==> config.mk <==
export PLATFORM = sky130hd
export DESIGN_NAME = uart_rx_flat
export DESIGN_NICKNAME = d
export VERILOG_FILES = /design/src/rtl/uart_rx_pkg.sv /design/src/rtl/uart_rx_if.sv /design/src/rtl/uart_rx_tick_gen.sv /design/src/rtl/uart_rx.sv /design/src/flat_wrapper.sv
export SDC_FILE = /design/constraint.sdc
export NUM_CORES = 1
export LEC_CHECK = 0
export BUFFER_PORTS_ARGS = -buffer_cell sky130_fd_sc_hd__buf_2
export CAP_MARGIN = 20
export CORE_UTILIZATION = 60
export CTS_CLUSTER_DIAMETER = 60
export DETAILED_ROUTE_END_ITERATION = 7
export PLACE_DENSITY = 0.81
export SLEW_MARGIN = 20
export SYNTH_ARGS = -nofsm -noshare
export SYNTH_HDL_FRONTEND = slang
export SYNTH_HIERARCHICAL = 1
export SYNTH_SLANG_ARGS = --single-unit
==> constraint.sdc <==
create_clock -name clk -period 4.2 [get_ports clk]
set_input_delay 0.63 -clock clk [delete_from_list [all_inputs] [get_ports clk]]
set_output_delay 0.63 -clock clk [all_outputs]
set_load 0.01 [all_outputs]
==> src/rtl/uart_rx_pkg.sv <==
// Shared constants and types for the UART receiver.
//   CLKS_PER_TICK : clock cycles per oversample tick
//   OVERSAMPLE    : oversample ticks per bit period
//   DATA_BITS     : payload bits per frame (8N1)
//   SYNC_STAGES   : depth of the rx input synchronizer
//   rx_state_t    : receiver FSM states
package definitions_pkg;

    localparam int CLKS_PER_TICK = 4;
    localparam int OVERSAMPLE    = 16;
    localparam int DATA_BITS     = 8;
    localparam int SYNC_STAGES   = 2;

    typedef enum logic [1:0] {
        IDLE  = 2'd0,
        START = 2'd1,
        DATA  = 2'd2,
        STOP  = 2'd3
    } rx_state_t;

endpackage

==> src/rtl/uart_rx_if.sv <==
// Serial-receive bundle between a line driver and the UART receiver.
//   rx        : serial line, idles high
//   dout      : last correctly framed byte
//   rx_done   : one-cycle pulse when dout updates
//   frame_err : one-cycle pulse when the stop bit samples low
//   busy      : receiver is inside a frame
// master drives the line, slave is the receiver.
interface uart_rx_if;
    import definitions_pkg::*;

    logic                 rx;
    logic [DATA_BITS-1:0] dout;
    logic                 rx_done;
    logic                 frame_err;
    logic                 busy;

    modport master (output rx, input dout, input rx_done, input frame_err, input busy);
    modport slave  (input rx, output dout, output rx_done, output frame_err, output busy);

endinterface

==> src/rtl/uart_rx_tick_gen.sv <==
// Oversample tick generator for the UART receiver.
//   clk     : clock
//   rstN    : asynchronous active-low reset
//   restart : holds the divider at 0 (asserted while the receiver idles)
//   s_tick  : one-clock pulse every CLKS_PER_TICK clocks
module uart_rx_tick_gen #(
    parameter int CLKS_PER_TICK = definitions_pkg::CLKS_PER_TICK
) (
    input  logic clk,
    input  logic rstN,
    input  logic restart,
    output logic s_tick
);

    localparam int CNT_W = (CLKS_PER_TICK > 1) ? $clog2(CLKS_PER_TICK) : 1;
    localparam logic [CNT_W-1:0] TERM = CNT_W'(CLKS_PER_TICK - 1);

    logic [CNT_W-1:0] cnt_reg;

    always_ff @(posedge clk or negedge rstN) begin
        if (!rstN) begin
            cnt_reg <= '0;
        end else if (restart || cnt_reg == TERM) begin
            cnt_reg <= '0;
        end else begin
            cnt_reg <= cnt_reg + 1'b1;
        end
    end

    // Holding the divider in restart keeps the first tick of a frame a full
    // tick period after the start edge is seen, so mid-bit sampling stays aligned.
    assign s_tick = !restart && (cnt_reg == TERM);

endmodule

==> src/rtl/uart_rx.sv <==
// UART receiver, 8N1, LSB first, oversampled start/data/stop detection.
//   clk  : clock, all state on the rising edge
//   rstN : asynchronous active-low reset
//   bus  : uart_rx_if.slave (rx in; dout, rx_done, frame_err, busy out)
module uart_rx #(
    parameter int CLKS_PER_TICK = definitions_pkg::CLKS_PER_TICK,
    parameter int OVERSAMPLE    = definitions_pkg::OVERSAMPLE
) (
    input  logic       clk,
    input  logic       rstN,
    uart_rx_if.slave   bus
);
    import definitions_pkg::*;

    localparam int TICK_W = (OVERSAMPLE > 1) ? $clog2(OVERSAMPLE) : 1;
    localparam logic [TICK_W-1:0] MID_TICK  = TICK_W'(OVERSAMPLE / 2 - 1);
    localparam logic [TICK_W-1:0] LAST_TICK = TICK_W'(OVERSAMPLE - 1);
    localparam logic [2:0]        LAST_BIT  = 3'(DATA_BITS - 1);

    // Input synchronizer; stages reset to the idle (high) line level so a
    // reset release never looks like a start edge.
    logic [SYNC_STAGES-1:0] sync_reg;
    logic                   rx_sync;

    genvar gi;
    generate
        for (gi = 0; gi < SYNC_STAGES; gi++) begin : g_sync
            if (gi == 0) begin : g_first
                always_ff @(posedge clk or negedge rstN) begin
                    if (!rstN) sync_reg[gi] <= 1'b1;
                    else       sync_reg[gi] <= bus.rx;
                end
            end else begin : g_rest
                always_ff @(posedge clk or negedge rstN) begin
                    if (!rstN) sync_reg[gi] <= 1'b1;
                    else       sync_reg[gi] <= sync_reg[gi-1];
                end
            end
        end
    endgenerate

    assign rx_sync = sync_reg[SYNC_STAGES-1];

    rx_state_t            state_reg;
    logic [TICK_W-1:0]    tick_cnt_reg;
    logic [2:0]           bit_cnt_reg;
    logic [DATA_BITS-1:0] shift_reg;
    logic [DATA_BITS-1:0] dout_reg;
    logic                 rx_done_reg;
    logic                 frame_err_reg;
    logic                 busy_reg;
    logic                 s_tick;
    logic                 restart;

    // Divider sits at 0 throughout IDLE, so it starts fresh on IDLE->START.
    assign restart = (state_reg == IDLE);

    uart_rx_tick_gen #(
        .CLKS_PER_TICK (CLKS_PER_TICK)
    ) u_tick_gen (
        .clk     (clk),
        .rstN    (rstN),
        .restart (restart),
        .s_tick  (s_tick)
    );

    always_ff @(posedge clk or negedge rstN) begin
        if (!rstN) begin
            state_reg     <= IDLE;
            tick_cnt_reg  <= '0;
            bit_cnt_reg   <= '0;
            shift_reg     <= '0;
            dout_reg      <= '0;
            rx_done_reg   <= 1'b0;
            frame_err_reg <= 1'b0;
            busy_reg      <= 1'b0;
        end else begin
            rx_done_reg   <= 1'b0;
            frame_err_reg <= 1'b0;
            case (state_reg)
                IDLE: begin
                    if (!rx_sync) begin
                        state_reg    <= START;
                        tick_cnt_reg <= '0;
                        bit_cnt_reg  <= '0;
                        busy_reg     <= 1'b1;
                    end
                end
                START: begin
                    if (s_tick) begin
                        if (tick_cnt_reg == MID_TICK) begin
                            tick_cnt_reg <= '0;
                            if (!rx_sync) begin
                                state_reg <= DATA;
                            end else begin
                                // Low pulse shorter than half a bit: not a start bit.
                                state_reg <= IDLE;
                                busy_reg  <= 1'b0;
                            end
                        end else begin
                            tick_cnt_reg <= tick_cnt_reg + 1'b1;
                        end
                    end
                end
                DATA: begin
                    if (s_tick) begin
                        if (tick_cnt_reg == LAST_TICK) begin
                            tick_cnt_reg <= '0;
                            // Shift in at the MSB so the first (LSB) bit ends in bit 0.
                            shift_reg    <= {rx_sync, shift_reg[DATA_BITS-1:1]};
                            bit_cnt_reg  <= bit_cnt_reg + 1'b1;
                            if (bit_cnt_reg == LAST_BIT) begin
                                state_reg <= STOP;
                            end
                        end else begin
                            tick_cnt_reg <= tick_cnt_reg + 1'b1;
                        end
                    end
                end
                STOP: begin
                    if (s_tick) begin
                        if (tick_cnt_reg == LAST_TICK) begin
                            tick_cnt_reg <= '0;
                            state_reg    <= IDLE;
                            busy_reg     <= 1'b0;
                            if (rx_sync) begin
                                dout_reg    <= shift_reg;
                                rx_done_reg <= 1'b1;
                            end else begin
                                frame_err_reg <= 1'b1;
                            end
                        end else begin
                            tick_cnt_reg <= tick_cnt_reg + 1'b1;
                        end
                    end
                end
                default: begin
                    state_reg <= IDLE;
                    busy_reg  <= 1'b0;
                end
            endcase
        end
    end

    assign bus.dout      = dout_reg;
    assign bus.rx_done   = rx_done_reg;
    assign bus.frame_err = frame_err_reg;
    assign bus.busy      = busy_reg;

endmodule
==> src/flat_wrapper.sv <==
// flat-port wrapper written by rule: the top's interface ports become plain ports
module uart_rx_flat import definitions_pkg::*;
#(
    parameter int CLKS_PER_TICK = definitions_pkg::CLKS_PER_TICK,
    parameter int OVERSAMPLE    = definitions_pkg::OVERSAMPLE
)
  (clk, rstN, bus_rx, bus_dout, bus_rx_done, bus_frame_err, bus_busy);
  uart_rx_if bus_i ();
  input  logic clk;
  input  logic rstN;
  input wire logic [$bits(bus_i.rx)-1:0] bus_rx;
  output wire logic [$bits(bus_i.dout)-1:0] bus_dout;
  output wire logic [$bits(bus_i.rx_done)-1:0] bus_rx_done;
  output wire logic [$bits(bus_i.frame_err)-1:0] bus_frame_err;
  output wire logic [$bits(bus_i.busy)-1:0] bus_busy;
  assign bus_i.rx = bus_rx;
  assign bus_dout = bus_i.dout;
  assign bus_rx_done = bus_i.rx_done;
  assign bus_frame_err = bus_i.frame_err;
  assign bus_busy = bus_i.busy;
  uart_rx #(.CLKS_PER_TICK(CLKS_PER_TICK), .OVERSAMPLE(OVERSAMPLE)) u_core (.clk(clk), .rstN(rstN), .bus(bus_i));
endmodule
After elaboration in Yosys (flattened, before gate mapping)
Index checks and enable logic that the tools add are counted.

word-level totals
  output and inout bits = 11
  logic and storage cells = 80
  register bits = 32
  input port bits = 3

cells by class
  add/subtract/negate cells = 3
  reduce and logical (&&, ||, !) cells = 13
  multiplexer cells = 36
  eq/ne operators = 17

operators by type and width
  operator                                               count
  2-to-1 mux 2 bit                                       10
  2-to-1 mux 4 bit                                       5
  inequality test 2 x 1 -> 1 bit, second input constant  9
  2-to-1 mux 1 bit                                       14
  case mux 4 bit (3 select lines)                        1
  2-to-1 mux 3 bit                                       3
  case mux 2 bit (4 select lines)                        1
  AND reduction 4 bit                                    2
  AND reduction 8 bit                                    1
  AND reduction 7 bit                                    1
  equality test 2 bit, second input constant             3
  case mux 3 bit (2 select lines)                        1
  AND reduction 3 bit                                    2
  adder 4 x 1 -> 4 bit, second input constant            1
  equality test 4 x 3 -> 1 bit, second input constant    1
  equality test 4 bit, second input constant             1
  adder 3 x 1 -> 3 bit, second input constant            1
  equality test 3 bit, second input constant             1
  case mux 1 bit (3 select lines)                        1
  nonzero test 3 bit                                     1
  adder 2 x 1 -> 2 bit, second input constant            1
  equality test 2 x 1 -> 1 bit, second input constant    1
  zero test 2 bit                                        1
  inequality test 2 bit, second input constant           1
  5 further kinds                                        5

Logic depth before layout (Yosys ltp)
Gate-level depths: netlist of run 1.

  depth in word-level cells = 5
  mapped depth = 8
  depth with buffers taken out = 6

Modules after synthesis
The synthesis of run 1 kept the hierarchy.

by module, submodules not included
  module            area each (um^2)  cells each  instances  sequential area each (um^2)
  uart_rx           1305.0            102         1          753.2
  uart_rx_tick_gen  93.8              6           1          50.0

Least setup slack after synthesis of run 1
Ideal clock, no wire load.

  path type = flip-flop to flip-flop
  start = register u_core.state_reg[0]
  end = register u_core.tick_cnt_reg[3]
  required time = 4.076 ns
  library setup time = 0.124 ns
  cell stages (with the launch flop) = 8
  slack = 2.332 ns
  buffers on the path = 1
  arrival = 1.744 ns
  clock period less this slack = 1.868 ns
  cell sequence = dfrtp_1 > buf_2 > nor2_1 > nor2b_2 > and3b_1 > a32oi_1 > nor3_1 > a211o_2

on the way
  word-level cells in the longest chain between the ends = 5
  elaborated cells between the ends (all ways) = 12
  classes of those cells = eq/ne (6); mux (1); reduce/logical (5)

ends and longest elaborated chain
  item                                             line                    RTL
  start, declared                                  uart_rx.sv:44           rx_state_t state_reg;
  start signal, assigned                           uart_rx.sv:69           state_reg <= IDLE;
  start signal, assigned                           uart_rx.sv:83           state_reg <= START;
  start signal, assigned                           uart_rx.sv:94           state_reg <= DATA;
  zero test 2 bit (*)                              uart_rx.sv:56           assign restart = (state_reg == IDLE);
  named net u_core.restart                         uart_rx.sv:53           logic restart;
  zero test 1 bit (*)                              uart_rx_tick_gen.sv:32  assign s_tick = !restart && (cnt_reg == TERM);
  logical AND 1 bit (*)                            uart_rx_tick_gen.sv:32
  named net u_core.s_tick                          uart_rx.sv:52           logic s_tick;
  inequality test 2 x 1 -> 1 bit (no source line)  --
  AND reduction 3 bit (no source line) (*)         --
  end signal, assigned                             uart_rx.sv:101          tick_cnt_reg <= tick_cnt_reg + 1'b1;
  end signal, assigned                             uart_rx.sv:116          tick_cnt_reg <= tick_cnt_reg + 1'b1;
  end signal, assigned                             uart_rx.sv:133          tick_cnt_reg <= tick_cnt_reg + 1'b1;
  end, declared                                    uart_rx.sv:45           logic [TICK_W-1:0] tick_cnt_reg;

Mark *: on every way through the listed nets, which the timed path passes. The rest lies on a longest branch.
A chain may end at the register's enable or synchronous reset.

Worst setup path in the final report of run 1
  start = register u_core.state_reg[0]
  end = register u_core.shift_reg[7]

on the way
  word-level cells in the longest chain between the ends = 4
  elaborated cells between the ends (all ways) = 5
  classes of those cells = eq/ne (1); reduce/logical (4)

ends and longest elaborated chain
  item                                  line                    RTL
  zero test 2 bit                       uart_rx.sv:56
  named net u_core.restart              uart_rx.sv:53
  zero test 1 bit                       uart_rx_tick_gen.sv:32
  logical AND 1 bit                     uart_rx_tick_gen.sv:32
  named net u_core.s_tick               uart_rx.sv:52
  AND reduction 3 bit (no source line)  --
  end signal, assigned                  uart_rx.sv:110          shift_reg <= {rx_sync, shift_reg[DATA_BITS-1:1]};
  end, declared                         uart_rx.sv:47           logic [DATA_BITS-1:0] shift_reg;

The timed path passes the listed nets, and every way through them passes these cells.

==> results of run 1 <==
worst paths after layout:
path | from | to | slack [ns] | cells past startpoint
worst max-delay path | u_core/state_reg[0]$_DFFE_PN0P_ | u_core/shift_reg[7]$_DFFE_PN0P_ | 1.99 | 5
worst min-delay path | rstN | asynchronous set/reset pin | 0.32 | 1
worst max register to register | u_core/state_reg[0]$_DFFE_PN0P_ | u_core/shift_reg[7]$_DFFE_PN0P_ | 1.99 | 5
worst min register to register | u_core/sync_reg[0]$_DFF_PN1_ | u_core/rx_sync$_DFF_PN1_ | 0.36 | 0
max in group asynchronous | rstN | u_core/bit_cnt_reg[0]$_DFFE_PN0P_ | 3.43 | 1
min in group clk | u_core/sync_reg[0]$_DFF_PN1_ | u_core/rx_sync$_DFF_PN1_ | 0.36 | 0
synthesized netlist by cell type (all sizes together):
master,number,share of area [%]
o21a,1,0.54
buf,3,1.7
clkbuf,1,0.27
nor2,6,1.8
nor3,5,3.3
o32a,1,0.80
o211ai,1,0.54
inv,2,0.54
nor3b,1,0.89
mux2i,2,1.4
o22a,1,0.72
and3b,1,0.63
dfrtp,30,54
a21o,1,0.63
dfstp,2,3.8
mux2,16,13
a32oi,1,0.63
a22o,1,0.72
ha,4,3.6
or4b,1,0.72
or3,1,0.54
a21oi,4,1.4
a211o,1,0.72
nor2b,1,0.63
nand2,12,3.2
nand3b,1,0.54
nand3,3,1.8
o21ai,4,1.4
final cells by class:
| cell class | instances | area, um^2 |
|---|---|---|
| Multi-Input combinational cell | 70 | 561 |
| Tap cell | 28 | 35.0 |
| Fill cell | 173 | 646 |
| Timing Repair Buffer | 13 | 65.1 |
| Clock buffer | 7 | 65.1 |
| Clock inverter | 1 | 30.0 |
| Sequential cell | 32 | 803 |
| Inverter | 2 | 7.51 |
cell families after synthesis:
group                    share of synthesized area [%]
multiplexers                                      14.3
AND/OR/NAND/NOR                                   14.0
AO/OA/AOI/OAI                                     8.14
flip-flops                                        57.4
buffers and inverters                             2.50
adder cells (fa/ha/maj)                           3.58
metal layers:
| metal | GRT usage (%) | vias to the layer above | wire length (um) | part of all wire (%) |
|---|---|---|---|---|
| met4 | 13.8 | 0 | 73 | 3.2 |
| met2 | 32.7 | 18 | 1100 | 48 |
| met3 | 9.39 | 9 | 106 | 4.6 |
| met5 | 0 | - | 0 | 0 |
| li1 | - | 418 | - | - |
| met1 | 27.1 | 437 | 997 | 44 |
through the flow:
stage / power (uW) / instances / instance area (um^2)
2_1_floorplan: 430 / 108 / 1400
3_3_place_gp: 448 / 145 / 1470
3_5_place_dp: 457 / 145 / 1470
4_1_cts: 721 / 153 / 1570
5_1_grt: 747 / 153 / 1570
6_report: 713 / 153 / 1570
critical path, cell delays in order, from the launching register on:
cell and delay, ns:
dfrtp_1 0.62, nor2_1 0.20, nor2b_2 0.25, nand2_1 0.15, nor3_4 0.47, mux2_2 0.40
power by group through the flow:
stage               clock [uW]  combinational, uW  sequential (uW)
floorplan                    0               76.9              354
global placement             0               87.6              361
detailed placement           0               94.5              363
CTS                        269               95.1              357
global route               281                106              361
finish                     262               95.1              357
layout by cell type (no fill, tap or decap):
master / netlist / final
nand3_1: 1 / 1
o21a_1: 1 / 1
a21o_2: 1 / 1
clkbuf_8: 0 / 2
clkbuf_4: 0 / 5
nor3_2: 2 / 2
nor2_1: 5 / 5
mux2i_1: 2 / 2
dfstp_2: 2 / 2
dfrtp_1: 30 / 30
a32oi_1: 1 / 1
a22o_2: 1 / 1
ha_1: 4 / 4
and3b_1: 1 / 1
o211ai_1: 1 / 1
nor2_2: 1 / 1
nand3b_1: 1 / 1
o22a_2: 1 / 1
mux2_2: 16 / 16
a211o_2: 1 / 1
buf_2: 1 / 13
o32a_2: 1 / 1
a21oi_1: 4 / 4
or3_2: 1 / 1
nand2_1: 12 / 12
inv_1: 2 / 2
nor3b_2: 1 / 1
nor2b_2: 1 / 1
nor3_1: 2 / 2
bufinv_16: 0 / 1
nor3_4: 1 / 1
or4b_1: 1 / 1
o21ai_0: 4 / 4
nand3_2: 2 / 2
==> impl_metrics.ini, run 1 <==
[status]
status = finished clean

[floorplanning]
core_area_um2 = 2210
die_x_um = 50.3
die_h_um = 50.3
num_rows = 17
die_area_um2 = 2530
start_util_pct = 63.2
ios = 14

[sta]
fin_tns_setup_ns = 0
layout_min_cycle_time_ns = 2.21
finalSetupViolCount = 0
fin_skew_ns = 0.00995
clock.fmax_mhz = 453
rsz0062_at_grt = false
hold-worst-slack_ns = 0.324
worst_slew_margin_rel_pct = 54.1
hold_violations = 0
tightest_slew_ns = 0.688
fin_crit_sh_pct = 52.6
maxSlewViolCount = 0
setup_ws_ns = 1.99

[layout]
drive_above_1_share_pct = 42.4
nets = 131
synthToLayoutAreaGrowth_pct = 12.0
final_util_pct = 70.8
n_antenna_cell = 0

[global_route]
grt_pass1_wl_um = 3910
gr-usage-all-layers_pct = 22.3
antenna_found_initial = 0
grt_overflow = 0
grt_max_degree = 33
grt_pass1_vias = 858

[route]
drtIter0Drc = 8
drc = 0
vias = 882
drt-total-wl_um = 2280
drt_pre_antenna_iters = 4
wl_per_cell_um = 14.9
vias_per_cell = 5.76
ant_nets = 0

[clock_tree]
h-tree-depth = 2
hold_buffers = 0
cts-root-buf = clkbuf_4
cts_resized = 0
clkLatencyLatePin_ns = 0.34
clk_pin_slew_ns = 0.10
postCtsSetupRepairBufs = 0
numCtsBuffers = 5
cts_buffer_depth = 2
cts.sinks = 32
cts_tree = yes

[pwr]
swShare_pct = 25.4
p_seq_share_pct = 50.0
pwr_density_cell_nw_per_um2 = 455
irDropWorstVdd_v = 0.000431
switchingPower_uw = 182
p_leak_uw = 0.000777
intPower_uw = 532
power_frac_clock_pct = 36.7
combPwrFrac_pct = 13.3

[place]
portBuffers = 13
pre_cts_ws_ns = 2.03
dp_hpwl_um = 1560
gp_congestion = 0.862

[job]
maxCapViolCount = 0

[setup_path]
required_ns = 4.42
crit_type = flip-flop to flip-flop
critPathMaxFanout = 13
cp.arrival_ns = 2.43
end_kind = flip-flop
startpoint_type = flip-flop

[logic_synthesis]
syn_nets = 115
ys_seq_area_share_pct = 57.4
syn_inst = 108
synthesis.area_um2 = 1400
ys_ff_latch = 32
ys_types = 34
yosys_warnings = 6
syn_avg_cell_area_um2 = 13.0

[hold_path]
hold_class = input pin to asynchronous set/reset pin
(Power assumes the default switching activity.)
==> inputs of run 2 (changes only) <==
--- a/config.mk
+++ b/config.mk
@@ -5,12 +5,13 @@
 export SDC_FILE = /design/constraint.sdc
 export NUM_CORES = 1
 export LEC_CHECK = 0
+export ABC_AREA = 1
 export BUFFER_PORTS_ARGS = -buffer_cell sky130_fd_sc_hd__buf_2
 export CAP_MARGIN = 20
-export CORE_UTILIZATION = 60
+export CORE_UTILIZATION = 51
 export CTS_CLUSTER_DIAMETER = 60
 export DETAILED_ROUTE_END_ITERATION = 7
-export PLACE_DENSITY = 0.81
+export PLACE_DENSITY = 0.73
 export SLEW_MARGIN = 20
 export SYNTH_ARGS = -nofsm -noshare
 export SYNTH_HDL_FRONTEND = slang
==> constraint.sdc (replaced) <==
create_clock -name clk -period 1.99 [get_ports clk]
set_input_delay 0.2985 -clock clk [delete_from_list [all_inputs] [get_ports clk]]
set_output_delay 0.2985 -clock clk [all_outputs]
set_load 0.01 [all_outputs]
==> run 2 against run 1 <==
Net effect: the flow now finishes with violations (negative hold slack); largest cell class unchanged; via count up 9.3%; total power up 110%; die area up 17%; critical path depth up 2; non-clock buffer count up 3; combinational power rose to 3.9 times the previous value.
==> impl_metrics.ini, run 2 <==
[clock_tree]
cts_buffer_depth = 2
hold_buffers = 0
cts_tree = yes
cts-root-buf = clkbuf_4
numCtsBuffers = 5
clk_pin_slew_ns = 0.09
h-tree-depth = 2
postCtsSetupRepairBufs = 0
clkLatencyLatePin_ns = 0.33
cts.sinks = 32
cts_resized = 0

[pwr]
pwr_density_cell_nw_per_um2 = 976
irDropWorstVdd_v = 0.000811
p_leak_uw = 0.000796
finalPower_uw = 1520

[sta]
maxSlewViolCount = 0
hold-worst-slack_ns = -0.00906
setup_ws_ns = 0.341
fin_crit_sh_pct = 82.9
fin_tns_setup_ns = 0
layout_min_cycle_time_ns = 1.65
fin_skew_ns = 0.00254
tightest_slew_ns = 0.672
clock.fmax_mhz = 606
finalSetupViolCount = 0
worst_slew_margin_rel_pct = 55.2
rsz0062_at_grt = false
hold_violations = 24

[logic_synthesis]
syn_nets = 153
syn_inst = 146
ys_types = 25
synthesis.area_um2 = 1400
yosysTopAreaCell = dfrtp_1
yosysTopAreaCellShare_pct = 53.7
syn_avg_cell_area_um2 = 9.58
yosys_warnings = 6
synth.area.top_cells = dfrtp_1 (54%), nand2_1 (10%), o21ai_2 (5.0%)
synthFlopType = dfrtp_1
synth_common_cells = nand2_1 (39), dfrtp_1 (30), inv_1 (16)
ys_seq_area_share_pct = 57.4
synth_most_common_cell = nand2_1
async_flop_share_pct = 100
synth_edf_count = 0
ys_ff_latch = 32

[status]
status = finished with violations
failed_checks = negative hold slack

[place]
gp_congestion = 0.870
place_area_um2 = 1500
dp_hpwl_um = 1640
portBuffers = 13
dp_cells = 189
pre_cts_ws_ns = 0.398

[layout]
synthToLayoutAreaGrowth_pct = 11.6
drive_above_1_share_pct = 23.4
layout.cells.non_filler = 197
fin_area_um2 = 1560
final_common_cell = nand2_1
final_cell_mix = nand2_1 (39), dfrtp_1 (30), inv_1 (16), buf_2 (13)
nets = 173
n_antenna_cell = 0
n_fill_cell = 227

[route]
drtIter0Drc = 17
drt-total-wl_um = 2280
vias_per_cell = 4.89
wl_per_cell_um = 11.6
drc = 0
drt_pre_antenna_iters = 4
vias = 964
ant_nets = 0

[setup_path]
end_kind = flip-flop
required_ns = 2.21
crit_type = flip-flop to flip-flop
startpoint_type = flip-flop
critPathMaxFanout = 7
cp.arrival_ns = 1.87

[global_route]
grt_pass1_wl_um = 3820
grt_overflow = 0
grt_max_degree = 33
antenna_found_initial = 0
grt_pass1_vias = 882
gr-usage-all-layers_pct = 19.3

[floorplanning]
core_area_um2 = 2540
start_util_pct = 55.0
die_x_um = 54.4
die_h_um = 54.4
ios = 14
die_area_um2 = 2960
num_rows = 18

[job]
maxCapViolCount = 0

[hold_path]
hold_class = input pin to asynchronous set/reset pin
-- run 2: cell count changes after synthesis, sizes merged, moves of 3 or more --
cell	delta
nand3	+6
o21ai	+15
nor2	+3
inv	+18
nand2	+27
mux2	-16
nor3	-5
-- run 2: power breakdown --
group / internal, uW / switching (uW) / total, uW / leakage, uW
combinational: 122 / 252 / 374 / 0.000333
sequential: 709 / 57.1 / 766 / 0.000430
clock: 174 / 210 / 384 / 0.0000326
-- run 2: final cells by class --
cell class	instances	area [um^2]	share of cell area, %
sequential	32	803	51.4
multi-input combinational	90	495	31.7
timing repair buffer	16	87.6	5.61
inverter	21	78.8	5.05
clock buffer	8	58.8	3.77
tap	30	37.5	2.40
-- run 2: final timing paths --
| check | startpoint | to | slack (ns) | depth (start not counted) |
|---|---|---|---|---|
| max | flip-flop | u_core/tick_cnt_reg[2]$_DFFE_PN0P_ | 0.34 | 7 |
| min | rstN | u_core/tick_cnt_reg[3]$_DFFE_PN0P_ | -0.009 | 1 |
| max reg2reg | flip-flop | u_core/tick_cnt_reg[2]$_DFFE_PN0P_ | 0.34 | 7 |
| min reg2reg | u_core/sync_reg[0]$_DFF_PN1_ | u_core/rx_sync$_DFF_PN1_ | 0.36 | 0 |
| max in group asynchronous | rstN | u_core/tick_cnt_reg[0]$_DFFE_PN0P_ | 1.57 | 1 |
| min in group clk | bus_rx | u_core/sync_reg[0]$_DFF_PN1_ | 0.05 | 1 |
-- run 2: logic make-up (layout without fill, tap and decap cells) --
| kind of cell | Yosys count | count (layout) | share of synthesized area, % |
|---|---|---|---|
| buffers and inverters | 24 | 45 | 7.16 |
| XOR/XNOR | 1 | 1 | 0.626 |
| multiplexers | 1 | 1 | 0.716 |
| adder cells (fa/ha/maj) | 4 | 4 | 3.58 |
| AO/OA/AOI/OAI | 24 | 24 | 11.3 |
| AND/OR/NAND/NOR | 60 | 60 | 19.2 |
| flip-flops | 32 | 32 | 57.4 |
-- run 2: metrics by stage --
step                      hold WS (ns)  utilization [%]
after CTS                      0.00307             61.4
after global placement           0.346             59.0
after floorplan                0.00291                -
after global routing            0.0255             61.4
after detailed placement         0.347             59.0
final                         -0.00906             61.4
-- run 2: per-layer routing --
layer  GRT usage (%)  routed length [um]  vias to the layer above
met5               0                   0                        -
met4            8.97                  44                        0
met3            9.17                 102                        6
met2            27.8                1010                       14
met1            24.2                1120                      432
li1                -                   -                      512
-- run 2: worst max-delay path, cell delays in order, from the launching register on --
cell and delay, ns:
dfrtp_1 0.45, nor2_2 0.31, nor2_1 0.11, buf_4 0.17
o21ai_2 0.27, inv_2 0.08, nand2_1 0.07, a21oi_1 0.07
==> inputs of run 3 (changes only) <==
--- a/config.mk
+++ b/config.mk
@@ -8,10 +8,10 @@
 export ABC_AREA = 1
 export BUFFER_PORTS_ARGS = -buffer_cell sky130_fd_sc_hd__buf_2
 export CAP_MARGIN = 20
-export CORE_UTILIZATION = 51
+export CORE_UTILIZATION = 56
 export CTS_CLUSTER_DIAMETER = 60
 export DETAILED_ROUTE_END_ITERATION = 7
-export PLACE_DENSITY = 0.73
+export PLACE_DENSITY = 0.76
 export SLEW_MARGIN = 20
 export SYNTH_ARGS = -nofsm -noshare
 export SYNTH_HDL_FRONTEND = slang
==> constraint.sdc (replaced) <==
create_clock -name clk -period 1.7 [get_ports clk]
set_input_delay 0.255 -clock clk [delete_from_list [all_inputs] [get_ports clk]]
set_output_delay 0.255 -clock clk [all_outputs]
set_load 0.01 [all_outputs]
==> run 3 against run 2 <==
Net effect: the flow now finishes without violations; final area increased by 3.1%; sequential cell count did not move; setup slack got worse by 0.13 ns; utilization rose by 9.4 points; total power increased by 30%; global-route usage rose by 1.9 points; clock skew grew 0.012 ns; hold slack improved by 0.37 ns; wire length fell by 1.5%; register-to-register slack got worse by 0.13 ns; non-clock buffer count up 1; critical path depth down 1; critical path type unchanged; largest power group unchanged.
==> impl_metrics.ini, run 3 (synthesis gave the netlist of run 2 again) <==
[route]
vias_per_cell = 5.08
drtIter0Drc = 37
wl_per_cell_um = 11.4
drt-total-wl_um = 2240
vias = 996
drt_pre_antenna_iters = 4
drc = 0
ant_nets = 0

[global_route]
antenna_found_initial = 0
grt_max_degree = 33
grt_overflow = 0
grt_pass1_vias = 940
grt_pass1_wl_um = 4060
gr-usage-all-layers_pct = 21.2

[floorplanning]
num_rows = 17
die_h_um = 52.0
core_area_um2 = 2280
die_x_um = 52.0
start_util_pct = 61.5
die_area_um2 = 2700
ios = 14

[sta]
tightest_slew_ns = 0.668
clock.fmax_mhz = 670
fin_skew_ns = 0.0148
layout_min_cycle_time_ns = 1.49
worst_slew_margin_rel_pct = 55.5
fin_tns_setup_ns = 0
rsz0062_at_grt = false
finalSetupViolCount = 0
hold_violations = 0
maxSlewViolCount = 0
fin_crit_sh_pct = 87.8

[setup_path]
startpoint_type = flip-flop
worstReg2RegEnd = u_core/bus.dout[2]$_DFFE_PN0P_
r2r-start = u_core/tick_cnt_reg[0]$_DFFE_PN0P_
cp_cell_sequence = ha_1 > nand3_1 > inv_2 > nand4_4 > nand2_1 > o21ai_2
cp.arrival_ns = 1.72
r2r_cells = 6
rrSetupSlack_ns = 0.21
cp_num_buf_inv = 1
cpPeakStageDelay_ns = 0.40
crit_family = simple AND/OR/NAND/NOR gates
crit_type = flip-flop to flip-flop
slowest_stage = dfrtp_1
required_ns = 1.92
end_kind = flip-flop
critPathMaxFanout = 16

[clock_tree]
cts_tree = yes
clkLatencyLatePin_ns = 0.33
numCtsBuffers = 5
clk_pin_slew_ns = 0.10
cts-root-buf = clkbuf_4
postCtsSetupRepairBufs = 0
cts.sinks = 32
cts_buffer_depth = 2
h-tree-depth = 2

[hold_path]
hold_class = flip-flop to flip-flop
holdPathStages = 0
min_delay_worst_endpoint = u_core/rx_sync$_DFF_PN1_
hp-start = u_core/sync_reg[0]$_DFF_PN1_

[layout]
ff_latch_area_um2 = 803
drive_above_1_share_pct = 24.4
n_fill_cell = 167
final_common_cell = nand2_1
layout.cells.non_filler = 196
nets = 174
multi_input_area_um2 = 498
n_antenna_cell = 0
final_cell_mix = nand2_1 (39), dfrtp_1 (30), inv_1 (16), buf_2 (13)
synthToLayoutAreaGrowth_pct = 15.1

[place]
dp_hpwl_um = 1570
dp_cells = 186
portBuffers = 13
gp_congestion = 0.779

[status]
status = finished clean

[pwr]
irDropWorstVdd_v = 0.00141
p_leak_uw = 0.000818
pwr_density_cell_nw_per_um2 = 1240

[job]
maxCapViolCount = 0
==> run 3: cell types whose count changed in the layout (fill, tap and decap cells not counted), sizes merged <==
| cell | previous run | this run |
|---|---|---|
| dlygate4sd3 | 0 | 2 |
| buf | 16 | 15 |
| bufinv | 0 | 1 |
| clkbuf | 8 | 7 |
==> run 3: what timing repair did <==
item,4_1_cts,5_1_grt
gates resized for setup,0,1
hold endpoints to repair,30,1
endpoints found under the setup margin,0,20
hold buffers,1,1
==> run 3: power by group <==
part / total [uW] / internal (uW) / switching (uW)
logic: 451 / 158 / 294
clock network: 639 / 391 / 248
registers: 899 / 830 / 68.3
==> run 3: layout make-up <==
cell class                      count  area share, %
Sequential cell                    32           49.9
Multi-Input combinational cell     90           30.9
Timing Repair Buffer               17           6.22
Inverter                           21           4.90
Clock buffer                        7           4.04
Tap cell                           28           2.18
Clock inverter                      1           1.86
==> run 3: through the flow <==
stage | utilization (%) | cell area [um^2] | setup WS (ns) | power [uW] | hold slack, ns
5_1_grt | 70.8 | 1610 | 0.0673 | 2130 | 0.369
3_3_place_gp | 65.6 | 1490 | 0.205 | 1340 | 0.324
2_1_floorplan | - | 1400 | 0.274 | 1230 | -0.0406
6_report | 70.8 | 1610 | 0.207 | 1990 | 0.362
4_1_cts | 70.2 | 1600 | 0.102 | 2000 | 0.0182
3_5_place_dp | 65.6 | 1490 | 0.120 | 1350 | 0.331
==> run 3: layer usage <==
metal | vias to the layer above | global-route usage (%) | wire, um
li1 | 511 | - | -
met5 | - | 0 | 0
met3 | 4 | 9.65 | 94
met1 | 459 | 27.3 | 1070
met2 | 22 | 31.4 | 1050
met4 | 0 | 6.76 | 27
==> run 3: worst max path at each step <==
stage	start	end	cells after the start	slack, ns
2_1_floorplan	u_core/state_reg[0]$_DFFE_PN0P_	flip-flop	7	0.27
3_3_place_gp	u_core/u_tick_gen/cnt_reg[0]$_DFF_PN0_	u_core/bus.dout[4]$_DFFE_PN0P_	6	0.21
3_5_place_dp	u_core/u_tick_gen/cnt_reg[0]$_DFF_PN0_	u_core/bus.dout[2]$_DFFE_PN0P_	6	0.12
4_1_cts	u_core/u_tick_gen/cnt_reg[0]$_DFF_PN0_	u_core/bus.dout[2]$_DFFE_PN0P_	6	0.10
5_1_grt	u_core/tick_cnt_reg[0]$_DFFE_PN0P_	u_core/bus.dout[2]$_DFFE_PN0P_	6	0.07
6_report	u_core/tick_cnt_reg[0]$_DFFE_PN0P_	u_core/bus.dout[2]$_DFFE_PN0P_	6	0.21
==> run 3: worst register-to-register path: cells and delay by family (launching register included) <==
| family | cells | cell delay [ns] |
|---|---|---|
| compound gates | 1 | 0.06 |
| fa+ha+maj | 1 | 0.23 |
| buf+inv | 1 | 0.13 |
| flops | 1 | 0.40 |
| simple gates | 3 | 0.58 |
